**src/rtl/ysyx_23060240_lsu_pkg.sv**
```systemverilog
// Shared definitions for the load/store unit.
// This file holds the rd_ctrl and wr_ctrl encodings and the FSM state type.
// rd_ctrl and wr_ctrl are plain constants rather than enums because the
// reserved codes must still be decodable.
package ysyx_23060240_lsu_pkg;

    // Load width/sign selects (in_rd_ctrl).
    localparam logic [2:0] RD_LB  = 3'b000;
    localparam logic [2:0] RD_LH  = 3'b001;
    localparam logic [2:0] RD_LW  = 3'b010;
    localparam logic [2:0] RD_LBU = 3'b100;
    localparam logic [2:0] RD_LHU = 3'b101;

    // Store width selects (in_wr_ctrl). Code 2'b11 is reserved.
    localparam logic [1:0] WR_SB = 2'b00;
    localparam logic [1:0] WR_SH = 2'b01;
    localparam logic [1:0] WR_SW = 2'b10;

    typedef enum logic [1:0] {
        IDLE,
        REQ,
        WAIT,
        DONE
    } lsu_state_e;

endpackage

```
**src/rtl/ysyx_23060240_lsu_if.sv**
```systemverilog
// Memory-side bus of the LSU: a request channel with valid/ready and a
// response channel that is valid-only.
//   master modport : LSU side. It drives the request and receives the response.
//   slave modport  : memory side.
interface ysyx_23060240_lsu_if #(
    parameter int ADDR_W = 32,
    parameter int DATA_W = 32
);
    logic                mem_req_valid;
    logic                mem_req_ready;
    logic [ADDR_W-1:0]   mem_req_addr;
    logic                mem_req_wen;
    logic [DATA_W-1:0]   mem_req_wdata;
    logic [DATA_W/8-1:0] mem_req_wstrb;
    logic                mem_rsp_valid;
    logic [DATA_W-1:0]   mem_rsp_rdata;

    modport master (
        output mem_req_valid, mem_req_addr, mem_req_wen, mem_req_wdata, mem_req_wstrb,
        input  mem_req_ready, mem_rsp_valid, mem_rsp_rdata
    );

    modport slave (
        input  mem_req_valid, mem_req_addr, mem_req_wen, mem_req_wdata, mem_req_wstrb,
        output mem_req_ready, mem_rsp_valid, mem_rsp_rdata
    );
endinterface

```
**src/rtl/ysyx_23060240_lsu_fmt.sv**
```systemverilog
// Combinational data formatting for the LSU.
//   acc_* : operands in the accept cycle. They produce store lanes, the
//           strobe and misalign detection.
//   rsp_* : registered load info plus the raw bus word. They produce the
//           extended load data.
module ysyx_23060240_lsu_fmt
    import ysyx_23060240_lsu_pkg::*;
(
    input  logic [1:0]  acc_off,
    input  logic [2:0]  acc_rd_ctrl,
    input  logic [1:0]  acc_wr_ctrl,
    input  logic        acc_is_store,
    input  logic [31:0] acc_wdata,
    output logic [31:0] st_wdata,
    output logic [3:0]  st_wstrb,
    output logic        misalign,
    input  logic [1:0]  rsp_off,
    input  logic [2:0]  rsp_rd_ctrl,
    input  logic [31:0] rsp_rdata,
    output logic [31:0] ld_data
);
    logic [31:0] shifted;

    always_comb begin
        st_wdata = '0;
        st_wstrb = '0;
        misalign = 1'b0;
        if (acc_is_store) begin
            unique case (acc_wr_ctrl)
                WR_SB: begin
                    st_wstrb = 4'b0001 << acc_off;
                    st_wdata = {4{acc_wdata[7:0]}};
                end
                WR_SH: begin
                    st_wstrb = 4'b0011 << acc_off;
                    st_wdata = {2{acc_wdata[15:0]}};
                    misalign = acc_off[0];
                end
                default: begin  // SW and reserved code 2'b11
                    st_wstrb = 4'b1111;
                    st_wdata = acc_wdata;
                    misalign = |acc_off;
                end
            endcase
        end else begin
            unique case (acc_rd_ctrl)
                RD_LB, RD_LBU: misalign = 1'b0;
                RD_LH, RD_LHU: misalign = acc_off[0];
                default:       misalign = |acc_off;  // LW and reserved codes
            endcase
        end
    end

    assign shifted = rsp_rdata >> {rsp_off, 3'b000};

    always_comb begin
        ld_data = rsp_rdata;
        unique case (rsp_rd_ctrl)
            RD_LB:   ld_data = {{24{shifted[7]}}, shifted[7:0]};
            RD_LBU:  ld_data = {24'h0, shifted[7:0]};
            RD_LH:   ld_data = {{16{shifted[15]}}, shifted[15:0]};
            RD_LHU:  ld_data = {16'h0, shifted[15:0]};
            default: ld_data = rsp_rdata;
        endcase
    end
endmodule

```
**src/rtl/ysyx_23060240_lsu.sv**
```systemverilog
// Multi-cycle load/store unit between EXU and memory.
//   clk, rst_n : clock and synchronous active-low reset.
//   in_*       : op from EXU. in_valid/in_ready handshake; the op is accepted only in IDLE.
//   mem        : word-aligned bus request with a valid-only response.
//   out_*      : formatted result to WBU. out_valid/out_ready handshake.
// Misaligned ops and ops with neither enable set go straight to DONE
// without a bus transaction.
module ysyx_23060240_lsu
    import ysyx_23060240_lsu_pkg::*;
#(
    parameter int ADDR_W = 32,
    parameter int DATA_W = 32
) (
    input  logic              clk,
    input  logic              rst_n,
    input  logic              in_valid,
    output logic              in_ready,
    input  logic              in_rd_en,
    input  logic              in_wr_en,
    input  logic [2:0]        in_rd_ctrl,
    input  logic [1:0]        in_wr_ctrl,
    input  logic [ADDR_W-1:0] in_addr,
    input  logic [DATA_W-1:0] in_wdata,
    input  logic [4:0]        in_rd_idx,
    ysyx_23060240_lsu_if.master mem,
    output logic              out_valid,
    input  logic              out_ready,
    output logic [DATA_W-1:0] out_rdata,
    output logic [4:0]        out_rd_idx,
    output logic              out_misalign
);
    lsu_state_e        state, state_nxt;
    logic [ADDR_W-1:0] req_addr;
    logic              req_wen;
    logic [31:0]       req_wdata;
    logic [3:0]        req_wstrb;
    logic [2:0]        rd_ctrl_q;
    logic [1:0]        off_q;

    logic        any_op, accept, go_req, acc_misalign;
    logic [31:0] st_wdata, ld_data;
    logic [3:0]  st_wstrb;

    ysyx_23060240_lsu_fmt u_fmt (
        .acc_off      (in_addr[1:0]),
        .acc_rd_ctrl  (in_rd_ctrl),
        .acc_wr_ctrl  (in_wr_ctrl),
        .acc_is_store (in_wr_en),
        .acc_wdata    (in_wdata),
        .st_wdata     (st_wdata),
        .st_wstrb     (st_wstrb),
        .misalign     (acc_misalign),
        .rsp_off      (off_q),
        .rsp_rd_ctrl  (rd_ctrl_q),
        .rsp_rdata    (mem.mem_rsp_rdata),
        .ld_data      (ld_data)
    );

    assign any_op = in_rd_en | in_wr_en;
    assign accept = (state == IDLE) && in_valid;
    assign go_req = accept && any_op && !acc_misalign;

    assign in_ready          = (state == IDLE);
    assign out_valid         = (state == DONE);
    assign mem.mem_req_valid = (state == REQ);
    assign mem.mem_req_addr  = req_addr;
    assign mem.mem_req_wen   = req_wen;
    assign mem.mem_req_wdata = req_wdata;
    assign mem.mem_req_wstrb = req_wstrb;

    always_comb begin
        state_nxt = state;
        unique case (state)
            IDLE: if (in_valid) state_nxt = go_req ? REQ : DONE;
            REQ:  if (mem.mem_req_ready) state_nxt = WAIT;
            WAIT: if (mem.mem_rsp_valid) state_nxt = DONE;
            DONE: if (out_ready) state_nxt = IDLE;
            default: state_nxt = IDLE;
        endcase
    end

    always_ff @(posedge clk) begin
        if (!rst_n) begin
            state        <= IDLE;
            req_addr     <= '0;
            req_wen      <= 1'b0;
            req_wdata    <= '0;
            req_wstrb    <= '0;
            rd_ctrl_q    <= '0;
            off_q        <= '0;
            out_rdata    <= '0;
            out_rd_idx   <= '0;
            out_misalign <= 1'b0;
        end else begin
            state <= state_nxt;
            if (accept) begin
                out_rd_idx   <= in_rd_idx;
                out_rdata    <= '0;
                out_misalign <= any_op & acc_misalign;
            end
            if (go_req) begin
                req_addr  <= {in_addr[ADDR_W-1:2], 2'b00};
                req_wen   <= in_wr_en;  // a store wins when both enables are set
                req_wdata <= st_wdata;
                req_wstrb <= st_wstrb;
                rd_ctrl_q <= in_rd_ctrl;
                off_q     <= in_addr[1:0];
            end
            if (state == WAIT && mem.mem_rsp_valid)
                out_rdata <= req_wen ? '0 : ld_data;
        end
    end
endmodule

```
**src/flat_wrapper.sv**
```systemverilog
// flat-port wrapper written by rule: the top's interface ports become plain ports
module ysyx_23060240_lsu_flat import ysyx_23060240_lsu_pkg::*;
#(
    parameter int ADDR_W = 32,
    parameter int DATA_W = 32
)
  (clk, rst_n, in_valid, in_ready, in_rd_en, in_wr_en, in_rd_ctrl, in_wr_ctrl, in_addr, in_wdata, in_rd_idx, out_valid, out_ready, out_rdata, out_rd_idx, out_misalign, mem_mem_req_valid, mem_mem_req_addr, mem_mem_req_wen, mem_mem_req_wdata, mem_mem_req_wstrb, mem_mem_req_ready, mem_mem_rsp_valid, mem_mem_rsp_rdata);
  ysyx_23060240_lsu_if #(.ADDR_W(ADDR_W), .DATA_W(DATA_W)) mem_i ();
  input  logic clk;
  input  logic rst_n;
  input  logic in_valid;
  output logic in_ready;
  input  logic in_rd_en;
  input  logic in_wr_en;
  input  logic [2:0] in_rd_ctrl;
  input  logic [1:0] in_wr_ctrl;
  input  logic [ADDR_W-1:0] in_addr;
  input  logic [DATA_W-1:0] in_wdata;
  input  logic [4:0] in_rd_idx;
  output logic out_valid;
  input  logic out_ready;
  output logic [DATA_W-1:0] out_rdata;
  output logic [4:0] out_rd_idx;
  output logic out_misalign;
  output wire logic [$bits(mem_i.mem_req_valid)-1:0] mem_mem_req_valid;
  output wire logic [$bits(mem_i.mem_req_addr)-1:0] mem_mem_req_addr;
  output wire logic [$bits(mem_i.mem_req_wen)-1:0] mem_mem_req_wen;
  output wire logic [$bits(mem_i.mem_req_wdata)-1:0] mem_mem_req_wdata;
  output wire logic [$bits(mem_i.mem_req_wstrb)-1:0] mem_mem_req_wstrb;
  input wire logic [$bits(mem_i.mem_req_ready)-1:0] mem_mem_req_ready;
  input wire logic [$bits(mem_i.mem_rsp_valid)-1:0] mem_mem_rsp_valid;
  input wire logic [$bits(mem_i.mem_rsp_rdata)-1:0] mem_mem_rsp_rdata;
  assign mem_mem_req_valid = mem_i.mem_req_valid;
  assign mem_mem_req_addr = mem_i.mem_req_addr;
  assign mem_mem_req_wen = mem_i.mem_req_wen;
  assign mem_mem_req_wdata = mem_i.mem_req_wdata;
  assign mem_mem_req_wstrb = mem_i.mem_req_wstrb;
  assign mem_i.mem_req_ready = mem_mem_req_ready;
  assign mem_i.mem_rsp_valid = mem_mem_rsp_valid;
  assign mem_i.mem_rsp_rdata = mem_mem_rsp_rdata;
  ysyx_23060240_lsu #(.ADDR_W(ADDR_W), .DATA_W(DATA_W)) u_core (.clk(clk), .rst_n(rst_n), .in_valid(in_valid), .in_ready(in_ready), .in_rd_en(in_rd_en), .in_wr_en(in_wr_en), .in_rd_ctrl(in_rd_ctrl), .in_wr_ctrl(in_wr_ctrl), .in_addr(in_addr), .in_wdata(in_wdata), .in_rd_idx(in_rd_idx), .mem(mem_i), .out_valid(out_valid), .out_ready(out_ready), .out_rdata(out_rdata), .out_rd_idx(out_rd_idx), .out_misalign(out_misalign));
endmodule
```
**config.mk**
```make
export PLATFORM = sky130hd
export DESIGN_NAME = ysyx_23060240_lsu_flat
export DESIGN_NICKNAME = d
export VERILOG_FILES = /design/src/rtl/ysyx_23060240_lsu_pkg.sv /design/src/rtl/ysyx_23060240_lsu_if.sv /design/src/rtl/ysyx_23060240_lsu_fmt.sv /design/src/rtl/ysyx_23060240_lsu.sv /design/src/flat_wrapper.sv
export SDC_FILE = /design/constraint.sdc
export NUM_CORES = 1
export LEC_CHECK = 0
export ABC_AREA = 1
export ABC_CLOCK_PERIOD_IN_PS = 2100
export CORE_MARGIN = 2
export CORE_UTILIZATION = 44
export CTS_CLUSTER_DIAMETER = 200
export DETAILED_ROUTE_END_ITERATION = 10
export GPL_ROUTABILITY_DRIVEN = 0
export HOLD_SLACK_MARGIN = 0.03
export PLACE_DENSITY = 0.78
export SYNTH_ARGS = -nofsm -noshare
export SYNTH_HDL_FRONTEND = slang
export SYNTH_HIERARCHICAL = 1
export SYNTH_SLANG_ARGS = --single-unit
```
**constraint.sdc**
```tcl
create_clock -name clk -period 2.1 [get_ports clk]
set_input_delay 0.315 -clock clk [delete_from_list [all_inputs] [get_ports clk]]
set_output_delay 0.315 -clock clk [all_outputs]
set_load 0.01 [all_outputs]
```
## After elaboration in Yosys (flattened, before gate mapping)

Index checks and enable logic that the tools add are counted.

| word-level totals | value |
|---|---|
| register bits after elaboration | 112 |
| input bits | 114 |
| output and inout port bits | 110 |
| word-level logic and storage cells | 60 |

| operators by class | value |
|---|---|
| equal/unequal tests | 14 |
| shift operators | 3 |
| mux-type cells | 17 |
| bitwise gates (word level) | 2 |
| reductions and logical operators | 14 |

Operator list:

| operator | number |
|---|---|
| two-way mux 32 bit | 4 |
| one-hot mux 32 bit (4 select lines) | 1 |
| one-hot mux 32 bit (2 select lines) | 1 |
| right shift 32 x 5 -> 16 bit | 1 |
| == test 3 bit (second input constant) | 4 |
| two-way mux 2 bit | 5 |
| one-hot mux 2 bit (4 select lines) | 1 |
| one-hot mux 4 bit (2 select lines) | 1 |
| == test 3 x 1 -> 1 bit (second input constant) | 2 |
| zero test 3 bit | 2 |
| OR reduction 2 bit | 3 |
| == test 2 x 1 -> 1 bit (second input constant) | 2 |
| == test 2 bit (second input constant) | 2 |
| logical AND 1 bit | 4 |
| zero test 2 bit | 2 |
| two-way mux 4 bit | 1 |
| inequality test 2 x 1 -> 1 bit (second input constant) | 2 |
| inequality test 2 bit (second input constant) | 2 |
| one-hot mux 1 bit (2 select lines) | 2 |
| AND reduction 4 bit | 1 |
| left shift 1 x 2 -> 4 bit (first input constant) | 1 |
| left shift 2 x 2 -> 4 bit (first input constant) | 1 |
| nonzero test 2 bit | 1 |
| AND 1 bit | 1 |
| other kinds (3) | 3 |

## Depth between registers and ports, before layout

Gate-level depths: netlist of run 1.

| depth | value |
|---|---|
| depth in word-level cells | 9 |
| gate-level depth with buffers | 13 |
| mapped depth without buffers | 12 |

## Modules after synthesis

The synthesis of run 1 kept the hierarchy.

Modules (own cells, without submodules):

| module | times used | cells each | area an instance (um^2) | sequential area each (um^2) |
|---|---|---|---|---|
| ysyx_23060240_lsu | 1 | 529 | 4202.8 | 2242.2 |
| ysyx_23060240_lsu_fmt | 1 | 310 | 1390.1 | 0.0 |

## Worst setup path before layout of run 1

No wires, ideal clock.

| timing | value |
|---|---|
| path kind | input to register |
| start | input in_wr_en |
| end | register u_core.rd_ctrl_q[0] |
| setup time | 0.116 ns |
| arrival time | 1.553 ns |
| data required time | 1.984 ns |
| slack | 0.431 ns |
| stages | 10 |
| buffers on the path | 4 |
| cells stage by stage | buf_2 > clkbuf_1 > o31ai_1 > inv_1 > nand3_2 > buf_6 > clkinv_4 > buf_6 > nor2_1 > nor2_1 |

| between the ends | value |
|---|---|
| longest elaborated chain between the ends | 3 |
| elaborated cells on any way between the ends | 5 |
| classes of those cells | mux: 1; bitwise: 1; reduce/logical: 3 |

Ends and longest elaborated chain:

| what | RTL line | source |
|---|---|---|
| start: declaration | flat_wrapper.sv:14 | `input logic in_wr_en;` |
| two-way mux 1 bit | ysyx_23060240_lsu_fmt.sv:28 | `if (acc_is_store) begin` |
| named net u_core.acc_misalign | ysyx_23060240_lsu.sv:40 | `logic any_op, accept, go_req, acc_misalign;` |
| zero test 1 bit | ysyx_23060240_lsu.sv:61 | `assign go_req = accept && any_op && !acc_misalign;` |
| logical AND 1 bit | ysyx_23060240_lsu.sv:61 |  |
| end signal: assignment | ysyx_23060240_lsu.sv:106 | `rd_ctrl_q <= in_rd_ctrl;` |
| end: declaration | ysyx_23060240_lsu.sv:37 | `logic [2:0] rd_ctrl_q;` |

The timed path passes the listed nets, and every way through them passes these cells.
A chain may end at the register's enable or synchronous reset.

## Worst setup path after layout of run 1

| timing | value |
|---|---|
| start | register u_core.state[0] |
| end | output in_ready |

| between the ends | value |
|---|---|
| longest elaborated chain between the ends | 1 |

Ends and longest elaborated chain:

| what | RTL line | source |
|---|---|---|
| start: declaration | ysyx_23060240_lsu.sv:32 | `lsu_state_e state, state_nxt;` |
| start signal: assignment | ysyx_23060240_lsu.sv:95 | `state <= state_nxt;` |
| zero test 2 bit | ysyx_23060240_lsu.sv:63 | `assign in_ready = (state == IDLE);` |
| end: declaration | flat_wrapper.sv:12 | `output logic in_ready;` |

No other way between the ends.

==> results.md, run 1 <==
* Status: finished, final reports clean
* Synthesized area per cell at 6.67 um2
* Slowest-stage cell, CP: clkdlybuf4s50_1
* Setup slack after placement at -98.2 ps
* Worst hold margin at 380 ps
* Yosys warns at 6
* CP cell instances: inv_1, ha_1, clkdlybuf4s50_1
* R2R Path End: u_core/mem.mem_req_addr[25]
* Post-CTS setup buffer count at 0
* Vias in the first global route at 5514
* Crit path buffers/inverters at 2
* Top Family by Delay on Critical Path: buffers and inverters
* Cts repair resizes at 0
* Worst path arrival time at 1630 ps
* Minimum clock period after layout at 1940 ps
* Max Clk Rate at 515 MHz
* Netlist cell types at 31
* Seq/Total Area, Yosys at 40.1%
* Cell taking the most area after synthesis: dfxtp_1
* CP Data Required Time at 1780 ps
* Initial DRC count at 569
* Post-synthesis cell count at 839
* Total power draw at 7.57 mW
* Top Ports at 224
* Vias per cell at 5.13
* First-pass GRT wire length at 27.3 mm
* Cells after DPL at 1200
* Die Y at 117 um
* Fin. max-slew vios at 0
* # port buffers at 221
* Fill cell count at 1203
* WL/cell at 14.6 um
* Non-Filler Instances at 1216
* Core area at 12500 um2
* Die area at 13600 um2
* GRT Overall Usage at 25.3%
* Clk Latency, worst-skew pair at 350 ps
* Area fraction of the dominant cell type after synthesis at 40.1%
* Power density over the cells at 916 nW/um2
* Largest stage delay, worst path at 570 ps
* ANT nets after route at 0
* Setup crit start kind: flip-flop
* Hold Path Depth at 3
* Crit path max fanout at 5
* LEAKAGE at 3.31 nW
* P&R area growth vs syn at 47.8%
* Number of max-cap violations at 0
* DRC violations left at 0
* Router iterations before antenna repair at 5
* CP Capture Type: primary output
* Final WL at 17.7 mm
* Dpl hpwl at 12.8 mm
* Setup WS post-layout at 157 ps
* Antenna cells at 0
* R2R cell count at 9
* Layout cell share with drive strength beyond 1 at 6.13%
* RR Startpoint: u_core/state[0]
* Top cells by area, synth: dfxtp_1 40%, nor2_1 15%, nand2_1 8.3%, o21ai_0 8.2%, nand3_1 5.9%
* CTS Buf Count at 9
* RSZ-0062 raised after global routing: no
* FP Rows at 41
* Layout Skew at 7.43 ps
* CTS tree: built
* Clock buffer depth at 2
* Slew headroom at 64.4%
* Post-Route Setup TNS at 0 ps
* Final period util at 92.5%
* Hold path endpoint: u_core/state[1]
* R2R Setup Slk at 320 ps
* H-tree Lvls at 3
* Initial antenna violation count at 0
* Hold_buf cts at 0
* Max rail drop VDD at 0.495 mV
* Worst-path clk slew at 80 ps
* Final hold vios at 0
* Remaining global-route overflow at 0
* Hold path start: rst_n
* # nets final at 1157
* Slew @ Worst Pin at 531 ps
* TritonCTS sink count at 112
* Critical path type: reg -> out
* Vias at 6235
* Die W at 117 um
* Initial Utilization at 44.7%
* Synth Cell Area at 5590 um2
* Seq cells post-synth at 112
* Min-delay worst type: in -> reg
* Final setup fails at 0
* Largest net degree at the start of global routing at 39
* CTS Root Cell: clkbuf_16
[power breakdown]
group | internal [mW] | leakage [nW] | switching, mW
clock network | 0.856 | 0.151 | 0.904
logic | 1.44 | 2.25 | 1.68
registers | 2.48 | 0.914 | 0.206
total | 4.78 | 3.31 | 2.79
[routing by layer]
metal	track usage, %	wire length [um]	vias up
met5	0	0	-
met4	7.37	318	0
met3	9.03	2020	26
met2	42.4	8330	301
met1	30.8	7040	2767
li1	-	-	3141
[worst max path at each step]
stage | from | endpoint | slack, ps | cells after the start
CTS | u_core/state[0] | in_ready | 150 | 3
finish | u_core/state[0] | in_ready | 160 | 3
floorplan | in_wr_en | u_core/rd_ctrl_q[0] | 430 | 10
global placement | in_wr_ctrl[0] | u_core/mem.mem_req_addr[4] | 30 | 13
detailed placement | in_addr[0] | u_core/mem.mem_req_addr[25] | -100 | 11
global route | in_addr[0] | u_core/mem.mem_req_wdata[13] | 60 | 10
[cell type report]
cell class | instances | area [um2] | area share, %
inverters | 47 | 183 | 2.21
well taps | 172 | 215 | 2.60
repair buffers | 251 | 2490 | 30.2
flip-flops and latches | 112 | 2240 | 27.1
clock buffers | 9 | 225 | 2.72
clock inverters | 7 | 91.3 | 1.11
multi-input cells | 618 | 2810 | 34.0
[synthesized netlist by cell type]
cell type    n
or2_2        1
clkbuf_2     6
clkinv_4     1
nand3_1     66
nor2_4       1
nand2_4      2
clkinv_1     2
o21a_1       1
nand2_1    124
ha_1         4
o211ai_1     8
buf_4        6
clkinv_2     1
nand4_1     32
conb_1       1
nand3_4      1
nor3_2       1
nor2_2       1
o31ai_1      1
buf_1        3
inv_2        4
inv_1       39
nor2_1     220
a21oi_1     37
o21ai_0     92
nand3_2      4
clkbuf_1    25
o21ai_1     20
buf_2       13
dfxtp_1    112
buf_6       10
[cells by family (layout without fill, tap and decap cells)]
group | count (synthesis) | after routing | share of synthesized area, %
AO/OA/AOI/OAI | 159 | 159 | 14.7
other | 1 | 2 | 0.0670
buffers and inverters | 110 | 314 | 9.66
AND/OR/NAND/NOR | 453 | 453 | 34.6
flip-flops | 112 | 112 | 40.1
adder cells (fa/ha/maj) | 4 | 4 | 0.895
[cells in the final DEF, fill, tap and decap left out, types with 5 or more instances in the layout]
cell type | synthesis | routed
clkdlybuf4s50_1 | 0 | 220
nor2_1 | 220 | 220
nand2_1 | 124 | 124
dfxtp_1 | 112 | 112
o21ai_0 | 92 | 92
nand3_1 | 66 | 66
inv_1 | 39 | 39
a21oi_1 | 37 | 37
nand4_1 | 32 | 32
buf_4 | 6 | 25
o21ai_1 | 20 | 20
clkbuf_16 | 0 | 9
o211ai_1 | 8 | 8
buf_12 | 0 | 5
[through the flow]
step	utilization, %	instance area [um2]
floorplan	-	5600
global placement	63.5	7950
detailed placement	63.5	7950
CTS	66.0	8270
global route	66.0	8270
finish	66.0	8270
[registers in the layout, summed over array words and instances, names as in the netlist, 2 cells and up]
signal,cells
u_core/mem.mem_req_addr,30
u_core/state,2
u_core/off_q,2
u_core/out_rd_idx,5
u_core/out_rdata,32
u_core/rd_ctrl_q,3
u_core/mem.mem_req_wdata,32
u_core/mem.mem_req_wstrb,4
[worst reg2reg max path, cell delays in order, from the launching register on]
cell and delay, ps:
dfxtp_1 410, inv_1 90, ha_1 270, nand2_1 120
clkinv_2 130, nand3_2 190, clkinv_4 120, buf_12 180
nor2_1 110, nor2_1 60
No activity file was read; power rests on OpenSTA's default activity.
==> inputs of run 2 (changes only) <==
Settings changed: CELL_PAD_IN_SITES_DETAIL_PLACEMENT set to 2, CELL_PAD_IN_SITES_GLOBAL_PLACEMENT set to 2, CORE_UTILIZATION 44 to 22, PLACE_DENSITY 0.78 to 0.76.
==> run 2 against run 1 <==
Count of clock-buffer cells in the layout stayed put. Routed wire length up 36%. Design area is 2.7% higher. Clock power is 2% higher. Maximum frequency about the same. Critical path type unchanged. Critical endpoint unchanged.
==> results.md, run 2 (synthesis results as in run 1) <==
* Commonest non-fill, non-tap cell in the layout: clkdlybuf4s50_1
* Minimum clock period after layout at 1940 ps
* Status: finished, final reports clean
* Setup crit start kind: flip-flop
* Number of max-cap violations at 0
* Vias in the first global route at 6688
* First-pass GRT wire length at 37.1 mm
* Largest stage delay, worst path at 570 ps
* Vias per cell at 4.64
* Max rail drop VDD at 0.377 mV
* Hold path start: in_addr[0]
* Highest Signal Layer: met4
* Final period util at 92.5%
* Die area at 26700 um2
* Clock buffer depth at 2
* Fin. max-slew vios at 0
* Min-delay worst type: in -> reg
* Cts repair resizes at 0
* Initial DRC count at 278
* FP Rows at 58
* Final setup fails at 0
* Post-CTS setup buffer count at 0
* Total power draw at 7.78 mW
* P&R area growth vs syn at 51.8%
* Die Y at 163 um
* Max Clk Rate at 515 MHz
* TritonCTS sink count at 112
* Final WL at 24.0 mm
* H-tree Lvls at 3
* Fill cell count at 2959
* Vias at 6423
* Most frequent cells in the layout: 219 x clkdlybuf4s50_1, 218 x nor2_1, 124 x nand2_1, 112 x dfxtp_1, 92 x o21ai_0
* ANT nets after route at 0
* Worst Setup SP: u_core/state[0]
* Crit path max fanout at 5
* Layout Skew at 14.2 ps
* Final hold vios at 0
* RR Startpoint: u_core/state[0]
* CTS Buf Count at 9
* Power density over the cells at 917 nW/um2
* Hold_buf cts at 0
* Dpl hpwl at 18.0 mm
* Router iterations before antenna repair at 4
* Slew @ Worst Pin at 498 ps
* WL met2 at 11.8 mm
* Worst hold margin at 446 ps
* Slew headroom at 66.6%
* Slowest-stage cell, CP: clkdlybuf4s50_1
* WL met3 at 1.78 mm
* Initial antenna violation count at 2
* Clk Latency, worst-skew pair at 370 ps
* WL/cell at 17.3 um
* CP Data Required Time at 1780 ps
* Layout Utilization at 33.9%
* Core area at 25000 um2
* Largest net degree at the start of global routing at 45
* Initial Utilization at 22.3%
* CP cell instances: inv_1, ha_1, clkdlybuf4s50_1
* # port buffers at 221
* Remaining global-route overflow at 0
* Worst-path clk slew at 80 ps
* CTS tree: built
* DRC violations left at 0
* Worst path arrival time at 1630 ps
* # nets final at 1165
* Die W at 163 um
* Met1 WL at 10.2 mm
* GRT Overall Usage at 17.9%
* LEAKAGE at 3.34 nW
* CP Capture Type: primary output
* RSZ-0062 raised after global routing: no
* Critical path type: reg -> out
* CTS Root Cell: clkbuf_16
* Layout cell share with drive strength beyond 1 at 7.03%
* Top Ports at 224
[run 2: changes by cell type in the layout (fill, tap and decap cells not counted), sizes merged]
cell	delta
buf	+8
clkdlybuf4s50	-1
clkinv	-3
diode	+3
dlymetal6s2s	+1
inv	+3
[run 2: through the flow]
step | setup TNS (ps) | area (um2) | instances | worst slack (ps)
finish | 0 | 8490 | 1385 | 157
global route | 0 | 8480 | 1383 | 42.1
CTS | 0 | 8470 | 1382 | 127
detailed placement | -16100 | 8170 | 1366 | -271
global placement | -8210 | 8170 | 1366 | -162
floorplan | 0 | 5600 | 840 | 431
[run 2: where the power goes]
part           leakage, nW  internal (mW)  switching (mW)
clock                0.148          0.853           0.945
sequential           0.914           2.48           0.227
combinational         2.28           1.44            1.84
total                 3.34           4.78            3.01
[run 2: worst paths after layout]
path | cells after the start | slack (ps) | endpoint
setup / recovery | 3 | 160 | in_ready
hold / removal | 3 | 450 | u_core/off_q[0]
setup reg to reg | 9 | 300 | u_core/mem.mem_req_addr[12]
hold reg to reg | 2 | 480 | u_core/out_misalign
[run 2: critical path: cells and delay by family (launching register included)]
kind	cells	cell delay, ps
flip-flops	1	350
adder cells (fa/ha/maj)	1	250
buffers and inverters	2	670
[run 2: cell type report]
type                    instances  area (um2)  share of cell area (%)
diodes                          3        7.51                  0.0884
clock buffers                   9         225                    2.65
clock inverters                 7        78.8                   0.929
inverters                      47         183                    2.15
multi-input cells             618        2820                    33.2
flip-flops and latches        112        2240                    26.4
well taps                     330         413                    4.86
repair buffers                259        2520                    29.7
[run 2: per-layer routing]
metal	global-route usage [%]	up-vias
met1	21.6	3105
li1	-	3155
met3	5.66	11
met5	0	-
met2	31.1	152
met4	3.82	0
==> inputs of run 3 (changes only) <==
Settings changed: SLEW_MARGIN set to 20.
==> results of run 3 <==
Final layout, timing and power as in run 2 (identical DEF).
